===== config.mk =====
export PLATFORM = sky130hd
export DESIGN_NAME = decode_queue
export DESIGN_NICKNAME = d
export VERILOG_FILES = /design/src/rtl/decode_pkg.sv /design/src/rtl/decode_logic.sv /design/src/rtl/decode_queue.sv
export SDC_FILE = /design/constraint.sdc
export NUM_CORES = 1
export LEC_CHECK = 0
export BUFFER_PORTS_ARGS = -buffer_cell sky130_fd_sc_hd__buf_4
export CAP_MARGIN = 25
export CORE_ASPECT_RATIO = 1.5
export CORE_MARGIN = 5
export CORE_UTILIZATION = 50
export CTS_CLUSTER_SIZE = 14
export DETAILED_ROUTE_END_ITERATION = 16
export GPL_ROUTABILITY_DRIVEN = 0
export GPL_TIMING_DRIVEN = 0
export HOLD_SLACK_MARGIN = 0.12
export PLACE_DENSITY = 0.71
export SLEW_MARGIN = 25
export SYNTH_ARGS = -nofsm -noshare
export SYNTH_HDL_FRONTEND = slang
export SYNTH_SLANG_ARGS = --single-unit

===== constraint.sdc =====
create_clock -name clock -period 7.7 [get_ports clock]
set_input_delay 0.385 -clock clock [delete_from_list [all_inputs] [get_ports clock]]
set_output_delay 0.385 -clock clock [all_outputs]
set_load 0.02 [all_outputs]

===== src/rtl/decode_pkg.sv =====
// Shared MIPS-I encodings, the decoded control bundle and operand-use helpers
// for the decode_queue slice.
package decode_pkg;

  localparam logic [5:0] OP_SPECIAL  = 6'h00;
  localparam logic [5:0] OP_REGIMM   = 6'h01;
  localparam logic [5:0] OP_J        = 6'h02;
  localparam logic [5:0] OP_JAL      = 6'h03;
  localparam logic [5:0] OP_BEQ      = 6'h04;
  localparam logic [5:0] OP_BNE      = 6'h05;
  localparam logic [5:0] OP_BLEZ     = 6'h06;
  localparam logic [5:0] OP_BGTZ     = 6'h07;
  localparam logic [5:0] OP_ADDIU    = 6'h09;
  localparam logic [5:0] OP_SLTI     = 6'h0A;
  localparam logic [5:0] OP_SLTIU    = 6'h0B;
  localparam logic [5:0] OP_ANDI     = 6'h0C;
  localparam logic [5:0] OP_ORI      = 6'h0D;
  localparam logic [5:0] OP_XORI     = 6'h0E;
  localparam logic [5:0] OP_LUI      = 6'h0F;
  localparam logic [5:0] OP_SPECIAL2 = 6'h1C;
  localparam logic [5:0] OP_LB       = 6'h20;
  localparam logic [5:0] OP_LW       = 6'h23;
  localparam logic [5:0] OP_LBU      = 6'h24;
  localparam logic [5:0] OP_SB       = 6'h28;
  localparam logic [5:0] OP_SW       = 6'h2B;

  localparam logic [5:0] FN_SLL   = 6'h00;
  localparam logic [5:0] FN_MUL   = 6'h02;
  localparam logic [5:0] FN_SRL   = 6'h02;
  localparam logic [5:0] FN_SRA   = 6'h03;
  localparam logic [5:0] FN_SLLV  = 6'h04;
  localparam logic [5:0] FN_SRLV  = 6'h06;
  localparam logic [5:0] FN_SRAV  = 6'h07;
  localparam logic [5:0] FN_JR    = 6'h08;
  localparam logic [5:0] FN_JALR  = 6'h09;
  localparam logic [5:0] FN_MULT  = 6'h18;
  localparam logic [5:0] FN_MULTU = 6'h19;
  localparam logic [5:0] FN_DIV   = 6'h1A;
  localparam logic [5:0] FN_DIVU  = 6'h1B;
  localparam logic [5:0] FN_ADD   = 6'h20;
  localparam logic [5:0] FN_ADDU  = 6'h21;
  localparam logic [5:0] FN_SUB   = 6'h22;
  localparam logic [5:0] FN_SUBU  = 6'h23;
  localparam logic [5:0] FN_AND   = 6'h24;
  localparam logic [5:0] FN_OR    = 6'h25;
  localparam logic [5:0] FN_XOR   = 6'h26;
  localparam logic [5:0] FN_NOR   = 6'h27;
  localparam logic [5:0] FN_SLT   = 6'h2A;
  localparam logic [5:0] FN_SLTU  = 6'h2B;

  localparam logic [4:0] RT_BLTZ = 5'h00;
  localparam logic [4:0] RT_BGEZ = 5'h01;

  typedef struct packed {
    logic       alu_op;
    logic       unsigned_op;
    logic       imm_op;
    logic       byte_op;
    logic       shift_op;
    logic       mem_op;
    logic       write_op;
    logic       branch_op;
    logic       jump_op;
    logic       reg_jump_op;
    logic       nop;
    logic [5:0] op_type;
  } decode_bundle_t;

  // rt is a source for R-type, the two-register branches and stores.
  function automatic logic reads_rt(input logic [31:0] instr);
    logic [5:0] op;
    op = instr[31:26];
    return (op == OP_SPECIAL) || (op == OP_BEQ) || (op == OP_BNE) ||
           (op == OP_SB) || (op == OP_SW);
  endfunction

endpackage


===== src/rtl/decode_logic.sv =====
// Combinational MIPS-I instruction-to-control-bundle decoder.
module decode_logic
  import decode_pkg::*;
(
  input  logic [31:0]    instr,
  output decode_bundle_t bundle
);

  logic [5:0] opcode;
  logic [5:0] funct;
  logic [4:0] rt;
  logic [4:0] shamt;

  assign opcode = instr[31:26];
  assign funct  = instr[5:0];
  assign rt     = instr[20:16];
  assign shamt  = instr[10:6];

  always_comb begin
    bundle = '0;
    case (opcode)
      OP_SPECIAL: begin
        bundle.op_type = funct;
        case (funct)
          FN_JR, FN_JALR: begin
            bundle.jump_op     = 1'b1;
            bundle.reg_jump_op = 1'b1;
          end
          FN_ADDU, FN_SUBU, FN_MULTU, FN_DIVU, FN_SLTU: begin
            bundle.alu_op      = 1'b1;
            bundle.unsigned_op = 1'b1;
          end
          FN_ADD, FN_SUB, FN_MULT, FN_DIV, FN_SLT,
          FN_AND, FN_OR, FN_XOR, FN_NOR: bundle.alu_op = 1'b1;
          FN_SRL, FN_SRA: begin
            bundle.alu_op   = 1'b1;
            bundle.imm_op   = 1'b1;
            bundle.shift_op = 1'b1;
          end
          // SLL with a zero shift amount is the canonical MIPS nop.
          FN_SLL: begin
            if (shamt != '0) begin
              bundle.alu_op   = 1'b1;
              bundle.imm_op   = 1'b1;
              bundle.shift_op = 1'b1;
            end else begin
              bundle.nop = 1'b1;
            end
          end
          FN_SLLV, FN_SRLV, FN_SRAV: begin
            bundle.alu_op   = 1'b1;
            bundle.shift_op = 1'b1;
          end
          default: bundle.nop = 1'b1;
        endcase
      end
      OP_SPECIAL2: begin
        bundle.op_type = opcode;
        if (funct == FN_MUL) bundle.alu_op = 1'b1;
        else                 bundle.nop    = 1'b1;
      end
      OP_REGIMM: begin
        bundle.op_type = {1'b0, rt};
        if (rt == RT_BGEZ || rt == RT_BLTZ) bundle.branch_op = 1'b1;
        else                                bundle.nop       = 1'b1;
      end
      OP_ADDIU, OP_SLTIU: begin
        bundle.op_type     = opcode;
        bundle.alu_op      = 1'b1;
        bundle.imm_op      = 1'b1;
        bundle.unsigned_op = 1'b1;
      end
      OP_ANDI, OP_SLTI, OP_ORI, OP_XORI: begin
        bundle.op_type = opcode;
        bundle.alu_op  = 1'b1;
        bundle.imm_op  = 1'b1;
      end
      OP_LW, OP_LB, OP_LBU, OP_LUI: begin
        bundle.op_type     = opcode;
        bundle.mem_op      = 1'b1;
        bundle.byte_op     = (opcode == OP_LB) || (opcode == OP_LBU);
        bundle.unsigned_op = (opcode == OP_LBU);
        bundle.imm_op      = (opcode == OP_LUI);
      end
      OP_SW, OP_SB: begin
        bundle.op_type  = opcode;
        bundle.mem_op   = 1'b1;
        bundle.write_op = 1'b1;
        bundle.byte_op  = (opcode == OP_SB);
      end
      OP_J, OP_JAL: begin
        bundle.op_type = opcode;
        bundle.jump_op = 1'b1;
        bundle.imm_op  = 1'b1;
      end
      OP_BEQ, OP_BNE, OP_BGTZ, OP_BLEZ: begin
        bundle.op_type   = opcode;
        bundle.branch_op = 1'b1;
      end
      default: bundle.nop = 1'b1;
    endcase
    if (bundle.nop) bundle.op_type = '0;
  end

endmodule


===== src/rtl/decode_queue.sv =====
// Buffered MIPS decode stage: instruction FIFO feeding a registered decoder.
// Optional load-use bubble insertion: define DECODE_LOAD_USE_STALL_EN.
module decode_queue
  import decode_pkg::*;
#(
  parameter int unsigned DEPTH   = 4,
  parameter int unsigned PC_W    = 32,
  parameter int unsigned INSTR_W = 32
) (
  input  logic                       clock,
  input  logic                       reset,
  input  logic                       w_flush,
  input  logic                       w_in_valid,
  output logic                       w_in_ready,
  input  logic [31:0]                w_in_instr_32,
  input  logic [PC_W-1:0]            w_in_pc,
  output logic                       w_out_valid,
  input  logic                       w_out_ready,
  output logic [PC_W-1:0]            w_out_pc,
  output logic [31:0]                w_out_instr_32,
  output logic                       w_alu_op,
  output logic                       w_unsigned_op,
  output logic                       w_imm_op,
  output logic                       w_byte_op,
  output logic                       w_shift_op,
  output logic                       w_mem_op,
  output logic                       w_write_op,
  output logic                       w_branch_op,
  output logic                       w_jump_op,
  output logic                       w_reg_jump_op,
  output logic                       w_nop,
  output logic [5:0]                 w_op_type_6,
  output logic [4:0]                 w_rs_addr_5,
  output logic [4:0]                 w_rt_addr_5,
  output logic [4:0]                 w_rd_addr_5,
  output logic [4:0]                 w_sh_amt_5,
  output logic [15:0]                w_alu_imm_val_16,
  output logic [25:0]                w_branch_imm_val_26,
  output logic [$clog2(DEPTH+1)-1:0] w_count
);

  localparam int unsigned PTR_W = $clog2(DEPTH);
  localparam int unsigned CNT_W = $clog2(DEPTH + 1);
  localparam logic [CNT_W-1:0] FULL_CNT = CNT_W'(DEPTH);

  if (INSTR_W != 32) begin : g_instr_w_check
    $error("decode_queue: INSTR_W must be 32");
  end
  if (DEPTH < 2 || (DEPTH & (DEPTH - 1)) != 0) begin : g_depth_check
    $error("decode_queue: DEPTH must be a power of two >= 2");
  end

  logic [31:0]      fifo_instr [DEPTH];
  logic [PC_W-1:0]  fifo_pc    [DEPTH];
  logic [PTR_W-1:0] wr_ptr, rd_ptr;
  logic [CNT_W-1:0] count;

  logic             out_valid;
  logic [PC_W-1:0]  out_pc;
  logic [31:0]      out_instr;
  decode_bundle_t   out_bundle;

  logic [31:0]      head_instr;
  decode_bundle_t   head_bundle;
  logic             full, empty, push, pop, advance, hazard;

  assign full       = (count == FULL_CNT);
  assign empty      = (count == '0);
  assign head_instr = fifo_instr[rd_ptr];
  assign advance    = !out_valid || w_out_ready;
  assign push       = w_in_valid && !full && !w_flush;
  assign pop        = advance && !empty && !hazard;

  decode_logic u_decode (
    .instr  (head_instr),
    .bundle (head_bundle)
  );

`ifdef DECODE_LOAD_USE_STALL_EN
  logic [4:0] load_rt;
  logic       out_is_load, head_reads;
  assign load_rt     = out_instr[20:16];
  assign out_is_load = out_bundle.mem_op && !out_bundle.write_op &&
                       (out_instr[31:26] != OP_LUI);
  assign head_reads  = (head_instr[25:21] == load_rt) ||
                       (reads_rt(head_instr) && (head_instr[20:16] == load_rt));
  assign hazard      = out_valid && out_is_load && (load_rt != '0) &&
                       !empty && head_reads;
`else
  assign hazard = 1'b0;
`endif

  always_ff @(posedge clock) begin
    if (push) begin
      fifo_instr[wr_ptr] <= w_in_instr_32;
      fifo_pc[wr_ptr]    <= w_in_pc;
    end
  end

  always_ff @(posedge clock) begin
    if (reset) begin
      wr_ptr         <= '0;
      rd_ptr         <= '0;
      count          <= '0;
      out_valid      <= 1'b0;
      out_pc         <= '0;
      out_instr      <= '0;
      out_bundle     <= '0;
      out_bundle.nop <= 1'b1;
    end else if (w_flush) begin
      wr_ptr    <= '0;
      rd_ptr    <= '0;
      count     <= '0;
      out_valid <= 1'b0;
    end else begin
      if (push) wr_ptr <= wr_ptr + PTR_W'(1);
      if (pop)  rd_ptr <= rd_ptr + PTR_W'(1);
      case ({push, pop})
        2'b10:   count <= count + CNT_W'(1);
        2'b01:   count <= count - CNT_W'(1);
        default: count <= count;
      endcase
      // A stalled load or an empty queue loads a bubble; payload is left as-is.
      if (advance) begin
        out_valid <= pop;
        if (pop) begin
          out_pc     <= fifo_pc[rd_ptr];
          out_instr  <= head_instr;
          out_bundle <= head_bundle;
        end
      end
    end
  end

  assign w_in_ready          = !full;
  assign w_count             = count;
  assign w_out_valid         = out_valid;
  assign w_out_pc            = out_pc;
  assign w_out_instr_32      = out_instr;
  assign w_alu_op            = out_bundle.alu_op;
  assign w_unsigned_op       = out_bundle.unsigned_op;
  assign w_imm_op            = out_bundle.imm_op;
  assign w_byte_op           = out_bundle.byte_op;
  assign w_shift_op          = out_bundle.shift_op;
  assign w_mem_op            = out_bundle.mem_op;
  assign w_write_op          = out_bundle.write_op;
  assign w_branch_op         = out_bundle.branch_op;
  assign w_jump_op           = out_bundle.jump_op;
  assign w_reg_jump_op       = out_bundle.reg_jump_op;
  assign w_nop               = out_bundle.nop;
  assign w_op_type_6         = out_bundle.op_type;
  assign w_rs_addr_5         = out_instr[25:21];
  assign w_rt_addr_5         = out_instr[20:16];
  assign w_rd_addr_5         = out_instr[15:11];
  assign w_sh_amt_5          = out_instr[10:6];
  assign w_alu_imm_val_16    = out_instr[15:0];
  assign w_branch_imm_val_26 = out_instr[25:0];

endmodule


==> results.py, run 1 <==
metrics = {
    "finish": {
        "area_growth_pct": 27.93,
        "final_util_pct": 65.14,
        "drive_gt1_share_pct": 33.31,
        "fin_nets": 1287,
    },
    "grt": {
        "grt_overflow": 0,
        "grt_start_max_net_pins": 42,
        "antenna_found_initial": 1,
        "grt_pass1_vias": 8511,
        "gr-usage-all-layers_pct": 20.14,
        "grt_pass1_wl_um": 47360,
    },
    "hold_path": {
        "worstHoldStart": "w_out_instr_32[28]",
        "hold_class": "register to register",
        "hold_depth": 2,
        "min_to": "w_out_instr_32[28]",
    },
    "drt": {
        "antenna_left": 0,
        "routed_wl_um": 31000,
        "wire_per_inst_um": 19.68,
        "vias": 8310,
        "remaining_drc_errors": 0,
        "routed_via_density": 5.276,
        "dr.pass1.iters": 5,
        "drt-initial-drc-count": 476,
    },
    "synth": {
        "yosys.cell_count.top_type": "edfxtp_1",
        "synth_edf_count": 256,
        "yosys-top-cells-area": "edfxtp_1 (57%), dfxtp_1 (13%), mux4_2 (11%)",
        "yosys.area.top_type": "edfxtp_1",
        "yosys_register_bits": 347,
        "synth_area_mm2": 0.01353,
        "ys_warn_count": 0,
        "synth.avg_cell_area_um2": 15.16,
        "synthFlopType": "edfxtp_1",
        "syn_inst": 893,
        "synth_top_area_share_pct": 56.80,
        "seq_area_frac_synth_pct": 70.26,
        "synth_common_cells": "edfxtp_1 (256), nand2_1 (150), dfxtp_1 (91), a21oi_1 (78), mux4_2 (64)",
        "synthArstFlopShare_pct": 0,
        "ys_types": 56,
        "syn-num-nets": 968,
    },
    "power": {
        "ir_drop_uv": 180.4,
        "power_w": 0.003940,
        "p_leak_nw": 6.253,
        "p_per_area_mw_per_mm2": 227.6,
    },
    "setup_path": {
        "cp_slowest_stage_delay_ns": 0.70,
        "worst_setup_path_end_kind": "register",
        "crit_slowest_cell": "o41ai_1",
        "path_cells": "clkbuf_1 > mux4_2 > buf_2 > inv_2 > nor3_1 > o41ai_1 > a221oi_4 > a31o_1",
        "worstPathArrival_ns": 3.54,
        "setup.worst_path.start_class": "register",
        "crit_type": "register to register",
        "crit_fanout": 10,
        "required_ns": 8.14,
        "rr_endpoint": "w_op_type_6[4]",
        "r2r_slack_ns": 4.60,
        "rr_worst_depth": 8,
    },
    "floorplan": {
        "core_mm2": 0.02658,
        "num_rows": 73,
        "die_w_um": 144.3,
        "initial_core_util_pct": 50.92,
        "io_pins": 217,
        "die_h_um": 211.5,
        "dieArea_mm2": 0.03053,
    },
    "clocking": {
        "root_buffer": "clkbuf_16",
        "path_clk_slew_ns": 0.07,
        "cts_max_level": 1,
        "numCtsBuffers": 31,
        "cts_tree": "yes",
        "clk_path_buf_depth": 3,
        "clock-sinks": 347,
        "insertion_delay_ns": 0.56,
        "cts-resized-gates": 0,
    },
    "sta": {
        "hold_violations": 0,
        "relSlewSlack_pct": 39.17,
        "setup_ws_ns": 4.602,
        "maxSlewViolCount": 0,
        "fin_skew_ns": 0.01892,
        "fin_crit_ns": 3.098,
        "finalSetupTns_ns": 0,
        "finalCritPeriodShare_pct": 40.24,
        "setup_viol": 0,
        "tightestPinTransition_ns": 0.9124,
        "rsz0062_at_grt": "no",
        "max_freq_mhz": 322.8,
    },
    "status": {
        "status": "completed",
    },
    "placed_design": {
        "hpwl_um": 21190,
        "pre_cts_slack_ns": 4.775,
        "portBuffers": 216,
    },
    "flow_run": {
        "drv_cap": 0,
    },
}
-- how the worst max path moves through the flow --
| stage | endpoint | slack [ns] | cells past startpoint |
|---|---|---|---|
| 3_3_place_gp | fifo_instr[0][12] | 3.48 | 5 |
| 5_1_grt | w_op_type_6[2] | 4.57 | 8 |
| 2_1_floorplan | fifo_instr[0][0] | 4.56 | 5 |
| 6_report | w_op_type_6[4] | 4.60 | 8 |
| 3_5_place_dp | w_op_type_6[2] | 4.78 | 8 |
| 4_1_cts | w_op_type_6[4] | 4.69 | 8 |
-- worst max-delay path: cells and delay by family (launching register included) --
family	cells	cell delay [ns]
DFF	1	0.46
and+or+nand+nor	1	0.05
AOI/OAI and AO/OA	3	1.15
muxes	1	0.46
buffers and inverters	3	0.87
-- registers in the layout, indices dropped and copies added (netlist names), named ones only --
| register | count |
|---|---|
| w_op_type_6 | 6 |
| w_write_op | 1 |
| w_jump_op | 1 |
| wr_ptr | 2 |
| w_count | 3 |
| fifo_pc | 128 |
| rd_ptr | 2 |
| fifo_instr | 128 |
| w_reg_jump_op | 1 |
| w_out_valid | 1 |
| w_unsigned_op | 1 |
| w_out_pc | 32 |
| w_imm_op | 1 |
| w_branch_op | 1 |
| w_byte_op | 1 |
| w_mem_op | 1 |
| w_shift_op | 1 |
| w_alu_op | 1 |
| w_nop | 1 |
| w_out_instr_32 | 32 |
-- cells by family after synthesis --
kind of cell / after synthesis / share of synthesized area (%)
adders and majority gates: 6 / 0.6102
AOI/OAI and AO/OA: 114 / 5.122
buffers and inverters: 122 / 5.269
and+or+nand+nor: 234 / 7.692
xor gates and xnor gates: 5 / 0.3236
DFF: 347 / 70.26
muxes: 65 / 10.72
-- timing repair --
action	in CTS	in global routing
hold endpoints to repair	258	0
setup buffers	0	0
hold buffers	66	0
-- cell usage in the layout (no fill, tap or decap), drive strengths merged, types with 2 or more instances in the layout --
cell type and instances:
buf 294, edfxtp 256, nand2 150, dfxtp 91
clkbuf 86, a21oi 78, dlygate4sd3 66, mux4 64
nor2 30, inv 14, nand3 8, nor3 8
nand2b 7, nor3b 7, a31o 6, o21ai 5
ha 5, clkinv 5, and2 4, a22oi 4
or2 4, nor2b 3, xor2 3, o32a 3
o211ai 3, and3 3, a221oi 3, nor4 3
xnor2 2, or3 2, a211oi 2, nand4 2
-- where the power goes --
group | internal (W) | total, W | switching (W)
logic | 0.000176 | 0.000388 | 0.000212
clock network | 0.000835 | 0.00148 | 0.000645
registers | 0.00205 | 0.00207 | 0.0000211
-- cell type report --
class                           count  area (µm²)
Sequential cell                   347        9509
Multi-Input combinational cell    424        3322
Clock buffer                       50       902.1
Buffer                            110       668.1
Antenna cell                        1       2.502
Clock inverter                      8       73.82
Inverter                           12       45.04
Tap cell                          337       421.7
Fill cell                        1947        9265
Timing Repair Buffer              286        2370
-- through the flow --
stage / hold slack [ns] / area (µm²) / cells
2_1_floorplan: 0.4692 / 13530 / 893
3_3_place_gp: 0.4433 / 15580 / 1446
3_5_place_dp: 0.4499 / 15680 / 1450
4_1_cts: 0.4590 / 17310 / 1574
5_1_grt: 0.4762 / 17310 / 1575
6_report: 0.4570 / 17310 / 1575
-- metal layers --
metal	vias to the layer above	track usage, %	share of wire [%]
met1	4089	23.66	36
li1	3901	-	-
met5	-	0	0
met2	275	37.51	55
met3	45	3.412	6.8
met4	0	5.632	2.2
Power figures use the tool's default switching activity.
==> run 2, diff against run 1 <==
- clock period: 7.7 -> 3.1 ns (I/O delays scaled with it)
==> results.py, run 2 (synthesized netlist as in run 1, its figures left out) <==
metrics = {
    "status": {
        "status": "completed",
    },
    "grt": {
        "grt_pass1_wl_um": 47300,
        "grt_pass1_vias": 8458,
        "antenna_found_initial": 1,
        "gr-usage-all-layers_pct": 20.15,
        "grt_overflow": 0,
        "grt_start_max_net_pins": 40,
    },
    "setup_path": {
        "worst_setup_path_end_kind": "register",
        "worstPathArrival_ns": 3.29,
        "crit_fanout": 10,
        "r2r_slack_ns": 0.24,
        "worstSetupEndpoint": "w_nop",
        "required_ns": 3.53,
        "crit_type": "register to register",
        "rr_endpoint": "w_nop",
        "setup.worst_path.start_class": "register",
        "rr_worst_depth": 8,
    },
    "hold_path": {
        "hold_class": "primary input to register",
    },
    "drt": {
        "drt-initial-drc-count": 430,
        "dr.pass1.iters": 5,
        "vias": 8304,
        "routed_wl_um": 30840,
        "routed_via_density": 5.276,
        "wire_per_inst_um": 19.59,
        "antenna_left": 0,
        "remaining_drc_errors": 0,
    },
    "clocking": {
        "clk_path_buf_depth": 3,
        "numCtsBuffers": 31,
        "path_clk_slew_ns": 0.06,
        "cts_tree": "yes",
        "cts_max_level": 1,
        "clock-sinks": 347,
        "root_buffer": "clkbuf_16",
        "insertion_delay_ns": 0.56,
    },
    "finish": {
        "drive_gt1_share_pct": 33.33,
        "final_cell_mix": "buf_4 (278), edfxtp_1 (256), nand2_1 (150), dfxtp_1 (91), a21oi_1 (78)",
        "mostFrequentLayoutCell": "buf_4",
        "fin_nets": 1287,
        "largest_registers": "fifo_instr: 128 flops, fifo_pc: 128 flops",
        "final-seq-area_mm2": 0.009509,
        "fill_cells": 1913,
        "final_util_pct": 65.40,
        "multiInputGateArea_mm2": 0.003329,
        "area_growth_pct": 28.43,
    },
    "flow_run": {
        "drv_cap": 0,
    },
    "floorplan": {
        "dieArea_mm2": 0.03053,
        "die_w_um": 144.3,
        "num_rows": 73,
        "initial_core_util_pct": 50.92,
        "io_pins": 217,
        "core_mm2": 0.02658,
        "die_h_um": 211.5,
    },
    "sta": {
        "setup_viol": 0,
        "fin_skew_ns": 0.01706,
        "relSlewSlack_pct": 41.91,
        "maxSlewViolCount": 0,
        "fin_crit_ns": 2.864,
        "finalSetupTns_ns": 0,
        "rsz0062_at_grt": "no",
        "hold_violations": 0,
        "finalCritPeriodShare_pct": 92.40,
        "tightestPinTransition_ns": 0.8713,
        "max_freq_mhz": 349.1,
    },
    "power": {
        "p_per_area_mw_per_mm2": 567.8,
        "ir_drop_uv": 498.1,
        "p_leak_nw": 6.284,
    },
    "placed_design": {
        "portBuffers": 216,
        "hpwl_um": 21220,
    },
}
## run 2: power breakdown
group          total [W]  internal, W  switching, W
registers        0.00515      0.00510     0.0000520
clock network    0.00376      0.00219       0.00157
logic           0.000963     0.000437      0.000525
total            0.00987      0.00772       0.00215
## run 2: critical path, stage by stage, from the launching register on
cell and delay [ns]:
dfxtp_1 0.34, buf_6 0.13, buf_6 0.19, mux4_2 0.66, or2_1 0.30, nor3_1 0.42
nor2b_1 0.14, a221oi_4 0.42, a21oi_1 0.13
## run 2: final cells by class
cell class	count	share of cell area (%)
antenna	1	0.01440
buffer	110	3.851
clock buffer	49	5.500
clock inverter	8	0.3671
inverter	12	0.2591
multi-input combinational	424	19.15
sequential	347	54.71
tap	337	2.426
timing repair buffer	286	13.72
## run 2: per-layer routing
metal	vias up	part of all wire, %	GRT usage (%)
met5	-	0	0
met3	43	6.9	3.503
met1	4084	35	23.09
li1	3907	-	-
met2	270	56	37.87
met4	0	2.4	6.051
## run 2: worst min path at each step
stage / startpoint / to / slack (ns) / cells past startpoint
finish: reset / w_count[2] / 0.27 / 4
global route: reset / wr_ptr[1] / 0.31 / 4
CTS: reset / w_count[2] / 0.23 / 4
detailed placement: w_in_pc[5] / fifo_pc[1][5] / 0.36 / 1
global placement: w_in_pc[30] / fifo_pc[2][30] / 0.35 / 1
floorplan: w_in_instr_32[0] / fifo_instr[0][0] / 0.25 / 0
## run 2: timing repair
| item | in CTS | in global routing |
|---|---|---|
| endpoints found under the setup margin | 0 | 6 |
| buffers inserted | 0 | 0 |
| gates resized for setup | 0 | 3 |
| hold buffers | 66 | 0 |
| hold endpoints to repair | 259 | 0 |
## run 2: metrics by stage
step / std cells / area [µm²] / worst slack (ns) / hold WS [ns] / power, W
floorplan: 893 / 13540 / 0.5635 / 0.2539 / 0.005760
global placement: 1446 / 15580 / 0.1135 / 0.3549 / 0.006123
detailed placement: 1450 / 15690 / 0.08721 / 0.3572 / 0.006148
CTS: 1573 / 17370 / 0.03239 / 0.2328 / 0.009963
global route: 1574 / 17380 / 0.01681 / 0.3073 / 0.01021
finish: 1574 / 17380 / 0.2355 / 0.2666 / 0.009869
